<file path="src/rtl/ram_port_arbiter.sv">
// Round-robin arbiter sharing one single-port synchronous RAM between two requesters.
// RAM controls are registered; read data is routed back to the issuing requester.
module ram_port_arbiter #(
  parameter int ADDR_W = 6,
  parameter int DATA_W = 8,
  parameter int RD_LAT = 1
) (
  input  logic              clk,
  input  logic              rst_n,
  input  logic              a_req,
  input  logic              a_we,
  input  logic [ADDR_W-1:0] a_addr,
  input  logic [DATA_W-1:0] a_wdata,
  output logic              a_gnt,
  output logic              a_rvalid,
  output logic [DATA_W-1:0] a_rdata,
  input  logic              b_req,
  input  logic              b_we,
  input  logic [ADDR_W-1:0] b_addr,
  input  logic [DATA_W-1:0] b_wdata,
  output logic              b_gnt,
  output logic              b_rvalid,
  output logic [DATA_W-1:0] b_rdata,
  output logic [ADDR_W-1:0] ram_addr,
  output logic              ram_we,
  output logic [DATA_W-1:0] ram_wdata,
  input  logic [DATA_W-1:0] ram_rdata
);

  // Stage 0 sits beside the RAM issue registers; RD_LAT+1 more stages
  // cover the RAM sample edge plus its read latency.
  localparam int STAGES = RD_LAT + 1;

  typedef enum logic {LAST_A = 1'b0, LAST_B = 1'b1} last_e;

  typedef struct packed {
    logic              we;
    logic [ADDR_W-1:0] addr;
    logic [DATA_W-1:0] wdata;
  } req_t;

  last_e             last_q, last_d;
  logic [ADDR_W-1:0] ram_addr_q, ram_addr_d;
  logic              ram_we_q, ram_we_d;
  logic [DATA_W-1:0] ram_wdata_q, ram_wdata_d;
  logic [STAGES:0]   vld_pipe_q, vld_pipe_d;
  logic [STAGES:0]   own_pipe_q, own_pipe_d;  // 1 = B owns the read
  logic              any_gnt;
  req_t              sel;

  always_comb begin
    a_gnt   = rst_n & a_req & (~b_req | (last_q == LAST_B));
    b_gnt   = rst_n & b_req & (~a_req | (last_q == LAST_A));
    any_gnt = a_gnt | b_gnt;
    sel     = b_gnt ? req_t'{b_we, b_addr, b_wdata} : req_t'{a_we, a_addr, a_wdata};

    last_d      = last_q;
    ram_addr_d  = ram_addr_q;
    ram_wdata_d = ram_wdata_q;
    ram_we_d    = 1'b0;
    if (any_gnt) begin
      last_d      = b_gnt ? LAST_B : LAST_A;
      ram_addr_d  = sel.addr;
      ram_wdata_d = sel.wdata;
      ram_we_d    = sel.we;
    end
    vld_pipe_d = {vld_pipe_q[STAGES-1:0], any_gnt & ~sel.we};
    own_pipe_d = {own_pipe_q[STAGES-1:0], b_gnt};
  end

  always_ff @(posedge clk or negedge rst_n) begin
    if (!rst_n) begin
      last_q      <= LAST_B;
      ram_addr_q  <= '0;
      ram_we_q    <= 1'b0;
      ram_wdata_q <= '0;
      vld_pipe_q  <= '0;
      own_pipe_q  <= '0;
    end else begin
      last_q      <= last_d;
      ram_addr_q  <= ram_addr_d;
      ram_we_q    <= ram_we_d;
      ram_wdata_q <= ram_wdata_d;
      vld_pipe_q  <= vld_pipe_d;
      own_pipe_q  <= own_pipe_d;
    end
  end

  always_comb begin
    ram_addr  = ram_addr_q;
    ram_we    = ram_we_q;
    ram_wdata = ram_wdata_q;
    a_rvalid  = vld_pipe_q[STAGES] & ~own_pipe_q[STAGES];
    b_rvalid  = vld_pipe_q[STAGES] &  own_pipe_q[STAGES];
    a_rdata   = a_rvalid ? ram_rdata : '0;
    b_rdata   = b_rvalid ? ram_rdata : '0;
  end

endmodule

</file>
<file path="config.mk">
export PLATFORM = sky130hd
export DESIGN_NAME = ram_port_arbiter
export DESIGN_NICKNAME = d
export VERILOG_FILES = /design/src/rtl/ram_port_arbiter.sv
export SDC_FILE = /design/constraint.sdc
export NUM_CORES = 1
export LEC_CHECK = 0
export CORE_MARGIN = 3
export CORE_UTILIZATION = 37
export DETAILED_ROUTE_END_ITERATION = 6
export GPL_TIMING_DRIVEN = 0
export PLACE_DENSITY = 0.89
export SYNTH_ARGS = -nofsm -noshare
export SYNTH_HDL_FRONTEND = slang
export SYNTH_SLANG_ARGS = --single-unit
</file>
<file path="constraint.sdc">
create_clock -name clk -period 4 [get_ports clk]
set_clock_uncertainty 0.2 [all_clocks]
set_input_delay 0.8 -clock clk [delete_from_list [all_inputs] [get_ports clk]]
set_output_delay 0.8 -clock clk [all_outputs]
set_load 0.05 [all_outputs]
</file>
==> impl_metrics.py <==
metrics = {
    "yosys": {
        "yosysWarnings": 0,
        "synth_cell_types": 20,
        "ys_top_cells_by_area": "dfrtp_1 49%, a31oi_1 8.1%, o21ai_0 7.5%, nand3_1 7.0%, and2_1 5.8%",
        "synth_top_cell_area_share_pct": 48.9,
        "ys_ff_latch": 22,
        "synth_area_um2": 1070,
        "synth_nets": 162,
        "avgSynthCellArea_um2": 8.96,
        "synth_cells": 120,
        "synth_top_cell_by_area": "dfrtp_1",
        "ys_seq_area_share_pct": 51.3,
    },
    "die": {
        "std_cell_rows": 18,
        "initial_core_util_pct": 41.1,
        "dieHeight_um": 59.9,
        "num_io_pins": 77,
        "dieArea_um2": 3590,
        "fp.dieW_um": 59.9,
        "coreArea_um2": 2610,
    },
    "pwr": {
        "sw_frac_of_total_pct": 37.5,
        "switchingPower_w": 0.000248,
        "p_int_w": 0.000413,
        "clockPowerShare_pct": 18.3,
        "ir_drop_uv": 292,
        "pwr-share-seq_pct": 40.4,
        "pwr-share-comb_pct": 41.2,
        "powerDensity_nw_per_um2": 347,
        "p_leak_nw": 0.789,
    },
    "clock_network": {
        "cts_tree": "done",
        "root_buffer": "clkbuf_4",
        "h-tree-depth": 1,
        "cts_buffers": 3,
        "insertion_delay_ns": 0.30,
        "cts_hold_buf": 0,
        "cts_setup_buffers": 0,
        "cts.clk_slew.worst_paths_ns": 0.12,
        "clkSinkCount": 22,
        "clockBufferDepth": 2,
    },
    "cells_and_area": {
        "instances_no_fill": 230,
        "nNetsFinal": 243,
        "final_common_cell": "clkdlybuf4s50_1",
        "multi_input_area_um2": 468,
        "layout-area-overhead-vs-synth_pct": 77.2,
        "final_cell_mix": "75 x clkdlybuf4s50_1, 21 x dfrtp_1, 16 x o21ai_0, 15 x nor2_1, 15 x nand3_1",
        "finalCoreUtilization_pct": 72.9,
        "num-fill-cells": 206,
        "seq_area_um2": 552,
        "drive_gt1_share_pct": 7.00,
        "antenna_cells": 0,
    },
    "route": {
        "ant_nets": 0,
        "drc": 0,
        "wl_mm": 3.52,
        "vias": 1250,
        "post_drt_wl_per_cell_um": 15.3,
        "drtIter0Drc": 56,
        "via_per_inst": 5.43,
        "drtPass1Iterations": 4,
    },
    "worst_setup_path": {
        "crit-reg2reg-launch": "last_q",
        "r2r_end": "ram_addr[2]",
        "crit_type": "input port to primary output",
        "crit_required_ns": 3.00,
        "r2r_slack_ns": 2.44,
        "startpoint": "rst_n",
        "reg2reg_depth": 4,
        "crit_arrival_ns": 2.74,
        "worst-path-max-fanout": 26,
        "endpoint": "b_gnt",
        "cp-end-kind": "primary output",
        "startpoint_type": "input port",
    },
    "placement": {
        "dp_slack_ns": -0.644,
        "dp.cells": 226,
        "place_hpwl_mm": 2.87,
        "io_buffers": 76,
        "gp_congestion": 0.739,
    },
    "global_routing": {
        "gr-total-overflow": 0,
        "grt_pass1_vias": 1254,
        "antenna_found_initial": 0,
        "gr-usage-met2_pct": 40.1,
        "grt_pass1_wl_mm": 5.48,
        "met1_usage_pct": 20.2,
        "grt_max_degree": 27,
        "grt_busiest_layer": "met2",
        "grt_usage_pct": 20.2,
        "met3_usage_pct": 6.05,
    },
    "timing": {
        "fin_setup_tns_ns": 0,
        "worst_slack_ns": 0.255,
        "fin_crit_sh_pct": 93.6,
        "slew_violations": 0,
        "relSlewSlack_pct": 64.6,
        "hold_violations": 0,
        "setup_viol": 0,
        "tightest_slew_ns": 0.531,
        "period_minus_slack_ns": 3.74,
        "rsz0062_at_grt": "no",
        "fmax_mhz": 267,
    },
    "status": {
        "run_status": "finished clean",
    },
    "min_path": {
        "hold_class": "flip-flop to flip-flop",
    },
    "job": {
        "maxCapViolCount": 0,
    },
}
worst max-delay path, stage by stage:
cell             delay, ns
buf_2                 0.43
nand2_1               0.28
buf_2                 0.25
nor2_1                0.15
clkdlybuf4s50_1       0.83
Yosys cell counts:
| master | n |
|---|---|
| inv_1 | 1 |
| and2_1 | 10 |
| buf_4 | 1 |
| dfstp_2 | 1 |
| nor2_1 | 15 |
| nand3_1 | 15 |
| nand2_1 | 4 |
| nor2b_1 | 1 |
| a21boi_0 | 1 |
| buf_6 | 1 |
| dfrtp_1 | 21 |
| a21oi_1 | 1 |
| o21ai_0 | 16 |
| o21a_1 | 1 |
| a31oi_1 | 14 |
| clkbuf_2 | 1 |
| clkbuf_1 | 2 |
| and3_1 | 9 |
| buf_2 | 4 |
| and2_4 | 1 |
metrics by stage:
stage	hold WS (ns)	power, W	instance area [um2]
4_1_cts	0.167	0.000662	1910
3_3_place_gp	0.133	0.000536	1870
6_report	0.165	0.000661	1900
5_1_grt	0.182	0.000690	1900
2_1_floorplan	0.131	0.000423	1070
3_5_place_dp	0.140	0.000545	1870
registers in the layout (all words and copies together), names as in the netlist:
name        flops
ram_we          1
last_q          1
vld_pipe_q      3
ram_addr        6
own_pipe_q      3
ram_wdata       8
per-layer routing:
layer | part of all wire, % | vias up | wire, um
li1 | - | 583 | -
met4 | 1.1 | 0 | 38
met3 | 11 | 7 | 380
met2 | 53 | 69 | 1880
met1 | 35 | 591 | 1220
met5 | 0 | - | 0
layout make-up:
cell class	count	share of cell area, %
clock buffer	4	1.91
sequential	22	29.0
tap	30	1.97
buffer	9	2.69
inverter	1	0.197
timing repair buffer	76	39.7
multi-input combinational	88	24.6
kinds of logic (layout without fill, tap and decap cells):
| family | after synthesis | count (layout) | share of synthesized area (%) |
|---|---|---|---|
| buffers and inverters | 10 | 90 | 5.12 |
| AOI/OAI and AO/OA | 33 | 33 | 17.5 |
| and+or+nand+nor | 55 | 55 | 26.1 |
| DFF | 22 | 22 | 51.3 |
power by group through the flow:
| stage | clock network [W] | logic (W) | registers [W] |
|---|---|---|---|
| finish | 0.000121 | 0.000272 | 0.000267 |
| global route | 0.000132 | 0.000287 | 0.000271 |
| CTS | 0.000122 | 0.000274 | 0.000267 |
| detailed placement | 0 | 0.000273 | 0.000271 |
| global placement | 0 | 0.000267 | 0.000269 |
| floorplan | 0 | 0.0000810 | 0.000342 |
worst min path at each step:
stage | start | endpoint | slack (ns) | cells past startpoint
after detailed placement | own_pipe_q[0] | own_pipe_q[1] | 0.14 | 0
after global routing | own_pipe_q[0] | own_pipe_q[1] | 0.18 | 0
after CTS | own_pipe_q[0] | own_pipe_q[1] | 0.17 | 0
after floorplan | own_pipe_q[0] | own_pipe_q[1] | 0.13 | 0
after global placement | own_pipe_q[0] | own_pipe_q[1] | 0.13 | 0
final | own_pipe_q[0] | own_pipe_q[1] | 0.17 | 0
what timing repair did:
action                                  in CTS  in global routing
endpoints found under the setup margin       2                  1
gates resized for setup                      3                  2
cloned                                       0                  0
hold endpoints to repair                     0                  0
(Power assumes the default switching activity.)
